[config.mk]
export PLATFORM = sky130hd
export DESIGN_NAME = i2c_slave
export DESIGN_NICKNAME = d
export VERILOG_FILES = /design/src/rtl/i2c_pkg.sv /design/src/rtl/i2c_line_cond.sv /design/src/rtl/i2c_slave.sv
export SDC_FILE = /design/constraint.sdc
export NUM_CORES = 1
export LEC_CHECK = 0
export ABC_AREA = 1
export CAP_MARGIN = 15
export CORE_ASPECT_RATIO = 2
export CORE_UTILIZATION = 45
export CTS_CLUSTER_DIAMETER = 40
export DETAILED_ROUTE_END_ITERATION = 6
export PLACE_DENSITY = 0.66
export SYNTH_ARGS = -nofsm -noshare
export SYNTH_HDL_FRONTEND = slang
export SYNTH_SLANG_ARGS = --single-unit
[constraint.sdc]
create_clock -name clk_i -period 4 [get_ports clk_i]
set_input_delay 0.8 -clock clk_i [delete_from_list [all_inputs] [get_ports clk_i]]
set_output_delay 0.8 -clock clk_i [all_outputs]
set_load 0.02 [all_outputs]
[src/rtl/i2c_pkg.sv]
// Shared types and constants for the I2C target block.
package i2c_pkg;

  localparam int I2C_ADDR_WIDTH = 7;

  localparam logic I2C_ACK  = 1'b0;
  localparam logic I2C_NACK = 1'b1;

  typedef enum logic [2:0] {
    IDLE      = 3'd0,
    ADDR      = 3'd1,
    ADDR_ACK  = 3'd2,
    RX_DATA   = 3'd3,
    RX_ACK    = 3'd4,
    TX_DATA   = 3'd5,
    TX_ACK    = 3'd6,
    WAIT_STOP = 3'd7
  } i2c_slave_state_t;

endpackage

[src/rtl/i2c_line_cond.sv]
// Conditions one asynchronous bus line: 2-FF synchroniser, optional glitch
// filter (I2C_SLAVE_GLITCH_FILTER_EN) and rise/fall detection.
module i2c_line_cond #(
  parameter int FILTER_LEN = 3
) (
  input  logic clk_i,
  input  logic a_rst_n_i,
  input  logic line_i,
  output logic level_o,
  output logic rise_o,
  output logic fall_o
);

  logic [1:0] sync_q;
  logic       prev_q;

  // Bus lines idle high, so every stage resets to 1.
  always_ff @(posedge clk_i or negedge a_rst_n_i) begin
    if (!a_rst_n_i) begin
      sync_q <= 2'b11;
    end else begin
      sync_q <= {sync_q[0], line_i};
    end
  end

`ifdef I2C_SLAVE_GLITCH_FILTER_EN
  localparam int CW = (FILTER_LEN > 1) ? $clog2(FILTER_LEN) : 1;

  logic [CW-1:0] cnt_q;
  logic          filt_q;

  // The filtered level follows only after FILTER_LEN differing samples in a row.
  always_ff @(posedge clk_i or negedge a_rst_n_i) begin
    if (!a_rst_n_i) begin
      cnt_q  <= '0;
      filt_q <= 1'b1;
    end else if (sync_q[1] == filt_q) begin
      cnt_q <= '0;
    end else if (cnt_q == CW'(FILTER_LEN - 1)) begin
      cnt_q  <= '0;
      filt_q <= sync_q[1];
    end else begin
      cnt_q <= cnt_q + 1'b1;
    end
  end

  assign level_o = filt_q;
`else
  logic unused_filter_len;
  assign unused_filter_len = |FILTER_LEN;
  assign level_o = sync_q[1];
`endif

  always_ff @(posedge clk_i or negedge a_rst_n_i) begin
    if (!a_rst_n_i) begin
      prev_q <= 1'b1;
    end else begin
      prev_q <= level_o;
    end
  end

  assign rise_o = level_o & ~prev_q;
  assign fall_o = ~level_o & prev_q;

endmodule

[src/rtl/i2c_slave.sv]
// I2C target: 7-bit address match, byte receive to fabric and byte transmit
// from fabric. Optional input glitch filter via I2C_SLAVE_GLITCH_FILTER_EN.
module i2c_slave
  import i2c_pkg::*;
#(
  parameter int DATA_WIDTH = 8,
  parameter int FILTER_LEN = 3
) (
  input  logic                      clk_i,
  input  logic                      a_rst_n_i,
  input  logic                      en_i,
  input  logic [I2C_ADDR_WIDTH-1:0] own_addr_i,
  input  logic                      scl_i,
  input  logic                      sda_i,
  output logic                      sda_o,
  output logic [DATA_WIDTH-1:0]     rx_data_o,
  output logic                      rx_valid_o,
  input  logic [DATA_WIDTH-1:0]     tx_data_i,
  input  logic                      tx_valid_i,
  output logic                      tx_ready_o,
  output logic                      dir_o,
  output logic                      start_o,
  output logic                      stop_o,
  output logic                      busy_o
);

  localparam logic [3:0] LAST_BIT  = 4'(DATA_WIDTH - 1);
  localparam logic [3:0] BYTE_DONE = 4'(DATA_WIDTH);

  i2c_slave_state_t      state_q;
  logic [3:0]            bit_cnt_q;
  logic [DATA_WIDTH-1:0] shift_q;
  logic                  ack_drv_q;

  logic scl_lvl, scl_rise, scl_fall;
  logic sda_lvl, sda_rise, sda_fall;
  logic start_det, stop_det;
  logic [DATA_WIDTH-1:0] tx_byte;

  i2c_line_cond #(.FILTER_LEN(FILTER_LEN)) u_scl_cond (
    .clk_i     (clk_i),
    .a_rst_n_i (a_rst_n_i),
    .line_i    (scl_i),
    .level_o   (scl_lvl),
    .rise_o    (scl_rise),
    .fall_o    (scl_fall)
  );

  i2c_line_cond #(.FILTER_LEN(FILTER_LEN)) u_sda_cond (
    .clk_i     (clk_i),
    .a_rst_n_i (a_rst_n_i),
    .line_i    (sda_i),
    .level_o   (sda_lvl),
    .rise_o    (sda_rise),
    .fall_o    (sda_fall)
  );

  assign start_det = sda_fall & scl_lvl;
  assign stop_det  = sda_rise & scl_lvl;
  // An empty fabric side sends all-ones, which leaves the bus released.
  assign tx_byte   = tx_valid_i ? tx_data_i : '1;

  always_ff @(posedge clk_i or negedge a_rst_n_i) begin
    if (!a_rst_n_i) begin
      state_q    <= IDLE;
      bit_cnt_q  <= '0;
      shift_q    <= '0;
      ack_drv_q  <= 1'b0;
      sda_o      <= 1'b1;
      rx_data_o  <= '0;
      rx_valid_o <= 1'b0;
      tx_ready_o <= 1'b0;
      dir_o      <= 1'b0;
      start_o    <= 1'b0;
      stop_o     <= 1'b0;
      busy_o     <= 1'b0;
    end else begin
      start_o    <= 1'b0;
      stop_o     <= 1'b0;
      rx_valid_o <= 1'b0;
      tx_ready_o <= 1'b0;

      if (start_det) begin
        start_o   <= 1'b1;
        busy_o    <= 1'b1;
        state_q   <= ADDR;
        bit_cnt_q <= '0;
        sda_o     <= 1'b1;
      end else if (stop_det) begin
        stop_o  <= 1'b1;
        busy_o  <= 1'b0;
        dir_o   <= 1'b0;
        state_q <= IDLE;
        sda_o   <= 1'b1;
      end else begin
        case (state_q)
          ADDR: if (scl_rise) begin
            shift_q   <= {shift_q[DATA_WIDTH-2:0], sda_lvl};
            bit_cnt_q <= bit_cnt_q + 4'd1;
            // On the R/W bit the previous seven samples hold the address.
            if (bit_cnt_q == LAST_BIT) begin
              if (shift_q[I2C_ADDR_WIDTH-1:0] == own_addr_i) begin
                dir_o     <= sda_lvl;
                ack_drv_q <= 1'b0;
                state_q   <= ADDR_ACK;
              end else begin
                state_q <= WAIT_STOP;
              end
            end
          end

          ADDR_ACK: if (scl_fall) begin
            if (!ack_drv_q) begin
              sda_o     <= I2C_ACK;
              ack_drv_q <= 1'b1;
            end else if (dir_o) begin
              // The fall that ends the ACK also presents the first data bit.
              sda_o      <= tx_byte[DATA_WIDTH-1];
              shift_q    <= {tx_byte[DATA_WIDTH-2:0], 1'b1};
              bit_cnt_q  <= 4'd1;
              tx_ready_o <= 1'b1;
              state_q    <= TX_DATA;
            end else begin
              sda_o     <= 1'b1;
              bit_cnt_q <= '0;
              state_q   <= RX_DATA;
            end
          end

          RX_DATA: if (scl_rise) begin
            shift_q   <= {shift_q[DATA_WIDTH-2:0], sda_lvl};
            bit_cnt_q <= bit_cnt_q + 4'd1;
            if (bit_cnt_q == LAST_BIT) begin
              rx_data_o  <= {shift_q[DATA_WIDTH-2:0], sda_lvl};
              rx_valid_o <= 1'b1;
              ack_drv_q  <= 1'b0;
              state_q    <= RX_ACK;
            end
          end

          RX_ACK: if (scl_fall) begin
            if (!ack_drv_q) begin
              sda_o     <= I2C_ACK;
              ack_drv_q <= 1'b1;
            end else begin
              sda_o     <= 1'b1;
              bit_cnt_q <= '0;
              state_q   <= RX_DATA;
            end
          end

          TX_DATA: if (scl_fall) begin
            if (bit_cnt_q == '0) begin
              sda_o      <= tx_byte[DATA_WIDTH-1];
              shift_q    <= {tx_byte[DATA_WIDTH-2:0], 1'b1};
              bit_cnt_q  <= 4'd1;
              tx_ready_o <= 1'b1;
            end else if (bit_cnt_q == BYTE_DONE) begin
              sda_o   <= 1'b1;
              state_q <= TX_ACK;
            end else begin
              sda_o     <= shift_q[DATA_WIDTH-1];
              shift_q   <= {shift_q[DATA_WIDTH-2:0], 1'b1};
              bit_cnt_q <= bit_cnt_q + 4'd1;
            end
          end

          TX_ACK: if (scl_rise) begin
            if (sda_lvl == I2C_ACK) begin
              bit_cnt_q <= '0;
              state_q   <= TX_DATA;
            end else begin
              state_q <= WAIT_STOP;
            end
          end

          default: ;
        endcase
      end

      if (!en_i) begin
        state_q <= IDLE;
        sda_o   <= 1'b1;
      end
    end
  end

endmodule

* Word-level counts from Yosys, hierarchy flattened
Index checks and enable logic that the tools add are counted.
** Word-level totals
- Logic and storage cells :: 176
- Latch bits :: 0
- RAM bits :: 0
- Bits in read-only memories :: 0
- Memories kept :: 0
- Input port bits :: 21
- Register bits after elaboration :: 37
** Operators by class
- Equality and inequality tests :: 45
- $mul :: 0
- Reduce and logical (&&, ||, !) cells :: 18
- Magnitude comparators :: 0
- Shift operators :: 0
- Bitwise logic cells :: 12
- Add/sub/neg operators :: 1
- Muxes and demuxes :: 84
- Divide/modulo/power cells :: 0
** Operators with widths (number)
- $mux 8 :: 8
- $ne 5x5->1 const B :: 12
- $mux 3 :: 17
- $mux 4 :: 12
- $mux 1 :: 40
- $ne 3x3->1 const B :: 8
- $pmux 8 s3 :: 1
- $ne 2x2->1 const B :: 10
- $pmux 4 s5 :: 1
- $pmux 3 s6 :: 1
- $reduce_and 9->1 :: 2
- $reduce_and 13->1 :: 1
- $reduce_and 11->1 :: 1
- $reduce_and 5->1 :: 2
- $reduce_bool 2->1 :: 5
- $eq 3x3->1 const B :: 3
- $ne 9x1->1 const B :: 1
- $eq 7x7->1 :: 1
- $and 1x1->1 :: 6
- $eq 3x2->1 const B :: 2
- $ne 6x1->1 const B :: 1
- $not 1->1 :: 6
- $pmux 1 s3 :: 2
- $reduce_bool 3->1 :: 2
- other kinds (13) :: 15

* Longest topological paths before layout
- Depth in word-level cells :: 8
- Mapped depth :: 12
- Depth with buffers taken out :: 12

* Cells and area by module
Synthesis repeated with hierarchy kept, for this count alone.
** Unflattened totals
- Cell total of the unflattened synthesis :: 291
- Area, all modules :: 2135.8 µm²
** By module, submodules not included
- i2c_slave :: times used 1, cells each 277, area an instance 1948.1 µm²
- i2c_line_cond :: times used 2, cells each 7, area an instance 93.8 µm²

* Worst setup path before layout
OpenSTA, ideal clock, no wires.
- Kind :: input port to flip-flop
- Start point :: input port tx_valid_i
- End point :: register sda_o
- Data arrival time :: 1548 ps
- Slack :: 2371 ps
- Stages on the path :: 6
- Library setup time :: 81 ps
- Cells stage by stage :: inv_1 or2_2 nor3_1 o21ai_0 o21ai_0 nand2_1
** Between the ends
- Longest elaborated chain between the ends :: 8
** Ends and longest elaborated chain
- start, declared :: RTL line i2c_slave.sv:19 : input logic tx_valid_i,
- $mux 8 * :: RTL line i2c_slave.sv:61 : assign tx_byte = tx_valid_i ? tx_data_i : '1;
- $mux 1 :: RTL line i2c_slave.sv:116 : end else if (dir_o) begin
- $mux 1 :: RTL line i2c_slave.sv:113 : if (!ack_drv_q) begin
- $mux 1 :: RTL line i2c_slave.sv:112 : ADDR_ACK: if (scl_fall) begin
- $pmux 1 s3 * :: RTL line i2c_slave.sv:96 : case (state_q)
- $mux 1 * :: RTL line i2c_slave.sv:89 : end else if (stop_det) begin
- $mux 1 * :: RTL line i2c_slave.sv:83 : if (start_det) begin
- $mux 1 * :: RTL line i2c_slave.sv:181 : if (!en_i) begin
- end signal, assigned :: RTL line i2c_slave.sv:118 : sda_o <= tx_byte[DATA_WIDTH-1];
- end signal, assigned :: RTL line i2c_slave.sv:154 : sda_o <= tx_byte[DATA_WIDTH-1];
- end signal, assigned :: RTL line i2c_slave.sv:162 : sda_o <= shift_q[DATA_WIDTH-1];
- end, declared :: RTL line i2c_slave.sv:15 : output logic sda_o,
Mark *: on every way between the ends. The rest lies on a longest branch, timed or not. The select of a mux whose other input is x is not followed.
A chain may end at the register's enable or synchronous reset.

* Worst setup path in the final report
- Start point :: register u_scl_cond.sync_q[1]
- End point :: register shift_q[1]
** Between the ends
- Longest elaborated chain between the ends :: 4
** Ends and longest elaborated chain
- start, declared :: RTL line i2c_line_cond.sv:14 : logic [1:0] sync_q;
- start signal, assigned :: RTL line i2c_line_cond.sv:22 : sync_q <= {sync_q[0], line_i};
- $not 1->1 :: RTL line i2c_line_cond.sv:63 : assign fall_o = ~level_o & prev_q;
- $and 1x1->1 :: RTL line i2c_line_cond.sv:63
- $ne 2x2->1 (no source line)
- $reduce_and 9->1 (no source line) *
- end signal, assigned :: RTL line i2c_slave.sv:98 : shift_q <= {shift_q[DATA_WIDTH-2:0], sda_lvl};
- end signal, assigned :: RTL line i2c_slave.sv:119 : shift_q <= {tx_byte[DATA_WIDTH-2:0], 1'b1};
- end signal, assigned :: RTL line i2c_slave.sv:131 : shift_q <= {shift_q[DATA_WIDTH-2:0], sda_lvl};
- end, declared :: RTL line i2c_slave.sv:32 : logic [DATA_WIDTH-1:0] shift_q;
Mark *: on every way between the ends. The rest lies on a longest branch, timed or not.

==> results.toml <==
[status]
status = "finished, final reports clean"

[yosys]
synthCells = 304
ys_seq_area_share_pct = 41.4
syn-num-nets = 328
synth_cell_type_count = 32
synth_seq_cells = 37
syn_area_per_cell_um2 = 7.42
syn-cell-area_um2 = 2260
yosysWarnings = 0

[clock_tree]
path_clk_slew_ns = 0.07
cts-htree-levels = 2
cts_buffers = 5
cts_resized = 0
clock_latency_ns = 0.29
ctsHoldBuffers = 0
clkSinkCount = 37
cts_tree = "built"
cts_setup_buffers = 0
cts_buffer_depth = 2
cts_root_buffer = "clkbuf_8"

[power]
clkPwrFrac_pct = 15.8
p_per_area_nw_per_um2 = 592
switching_power_mw = 0.762
combPwrFrac_pct = 50.2
irDropWorstVdd_mv = 0.376
p_sw_share_pct = 47.4
leakage_nw = 1.36
p_int_mw = 0.847
power_mw = 1.61
seqPwrFrac_pct = 34.0

[timing]
fmax_ghz = 0.437
slew_headroom_pct = 44.8
rsz0062_at_grt = "false"
period_minus_slack_ns = 2.29
final_max_slew_viol_count = 0
finalHoldViolCount = 0
worst_pin_slew_ns = 0.828
skew_ns = 0.00462
finalCritPeriodShare_pct = 57.2
fin_tns_setup_ns = 0
setup_viol = 0

[setup_path]
r2r_slack_ns = 1.71
start_kind = "flop"
cp_max_fo = 16
critical_path_class = "reg2reg"
crit_required_ns = 4.17
critPathArrivalTime_ns = 2.45
r2r_end = "shift_q[1]"
timing.rr.start = "u_scl_cond.sync_q[1]"
endpoint_kind = "flop"
reg2reg_depth = 7

[worst_hold_path]
min_path_cells = 0
hold_end = "u_scl_cond.sync_q[1]"
min_from = "u_scl_cond.sync_q[0]"
holdCritPathClass = "reg2reg"

[placement]
dpl_cell_area_um2 = 2630
port_buffers = 35
dp_hpwl_um = 4980
gp_congestion = 1.05
placed_cells = 391

[finish]
register_area_um2 = 935
num_antenna_cells = 0
multiInputGateArea_um2 = 1110
drive_gt1_share_pct = 13.2
fillerInstances = 475
synthToLayoutAreaGrowth_pct = 20.4
finalNonFillerCells = 399
finalInstanceArea_um2 = 2720
nets = 365

[routing]
via_per_inst = 5.41
drt_pass1_iterations = 4
vias = 2159
route.detailed.drc = 0
drtIter0Drc = 64
postRouteWirelength_um = 6460
wire_per_inst_um = 16.2
ant_nets = 0

[floorplan]
start_util_pct = 46.4
pin_count = 36
die_x_um = 52.1
die_area_um2 = 5320
coreArea_um2 = 4860
fp.dieH_um = 102
std_cell_rows = 36

[grt]
grt_overflow = 0
grt_pass1_wl_um = 10500
grt_pass1_vias = 2114
antenna_found_initial = 0
grt_max_degree = 38
grt_usage_pct = 27.5

[flow_run]
drv_cap = 0
flip-flops by register name, summed over array words and instances, names as in the netlist, 2 cells and up:
name               flops
bit_cnt_q              4
rx_data_o              8
shift_q                8
state_q                3
u_scl_cond.sync_q      2
u_sda_cond.sync_q      2
cells in the mapped netlist (all sizes together):
| cell type | number | area [um^2] |
|---|---|---|
| nand3 | 20 | 115 |
| o21ai | 42 | 240 |
| buf | 5 | 38.8 |
| a21oi | 7 | 50.1 |
| nand2 | 89 | 354 |
| dfstp | 7 | 184 |
| o211ai | 1 | 7.51 |
| a211oi | 1 | 7.51 |
| a31oi | 1 | 6.26 |
| xnor2 | 4 | 35.0 |
| dfrtp | 30 | 751 |
| xor2 | 2 | 17.5 |
| ha | 3 | 37.5 |
| inv | 45 | 169 |
| or2 | 1 | 6.26 |
| nor3 | 6 | 35.0 |
| nor2 | 31 | 139 |
| nand4 | 9 | 62.6 |
worst max path at each step:
stage                     slack, ns            startpoint    endpoint  cells after the start
after floorplan                2.37            tx_valid_i       sda_o                      6
after global placement         1.72         own_addr_i[4]  state_q[0]                     11
after detailed placement       1.73         own_addr_i[4]  state_q[0]                     11
after CTS                      1.74                 sda_o       sda_o                      1
after global routing           1.59  u_scl_cond.sync_q[1]  shift_q[3]                      7
final                          1.71  u_scl_cond.sync_q[1]  shift_q[1]                      7
metrics by stage:
step	setup slack (ns)	util (%)	hold slack [ns]
2_1_floorplan	2.37	-	0.345
3_3_place_gp	1.72	54.1	0.346
3_5_place_dp	1.73	54.1	0.347
4_1_cts	1.74	55.8	0.357
5_1_grt	1.59	55.8	0.360
6_report	1.71	55.8	0.357
area by class of cell:
class	instances	area share, %
tap	57	2.63
timing repair buffer	35	12.7
inverter	45	6.22
sequential	37	34.4
multi-input combinational	217	41.0
clock inverter	2	0.368
clock buffer	6	2.67
layout by cell type, fill, tap and decap left out, drive strengths merged, types with 2 or more instances in the layout:
master         synthesis  routed
dfrtp                 30      30
nand2                 89      89
xnor2                  4       4
nand4                  9       9
nand3                 20      20
clkinv                 0       2
nor2                  31      31
clkbuf                 0       6
dfstp                  7       7
o21ai                 42      42
a21oi                  7       7
inv                   45      45
clkdlybuf4s50          0      34
nor3                   6       6
xor2                   2       2
ha                     3       3
worst max-delay path, stage by stage, from the launching register on:
cell and delay (ns):
dfstp_2 0.59, nand2_1 0.13, inv_1 0.16, o21ai_0 0.13, nor3_2 0.30, nand4_2 0.54, nand2_1 0.23, o21ai_2 0.07
layer usage:
| layer | vias up | global-route usage [%] | part of all wire (%) |
|---|---|---|---|
| met2 | 70 | 51.4 | 55 |
| met4 | 0 | 16.2 | 5.7 |
| met3 | 28 | 2.68 | 2.9 |
| met1 | 1014 | 27.9 | 36 |
| met5 | - | 0 | 0 |
| li1 | 1047 | - | - |
cell families after synthesis:
logic type               Yosys count  synth area share [%]
AO/OA/AOI/OAI                     52                  13.8
XOR/XNOR                           6                  2.33
adder cells (fa/ha/maj)            3                  1.66
buffers and inverters             50                  9.21
flip-flops                        37                  41.4
AND/OR/NAND/NOR                  156                  31.6
power groups by stage:
stage          sequential [mW]  combinational (mW)  clock [mW]
6_report                 0.546               0.808       0.254
5_1_grt                  0.554               0.906       0.276
4_1_cts                  0.544               0.806       0.262
3_5_place_dp             0.551               0.801           0
3_3_place_gp             0.549               0.801           0
2_1_floorplan            0.524               0.630           0
Note: power is estimated with default switching activity, not from simulation.
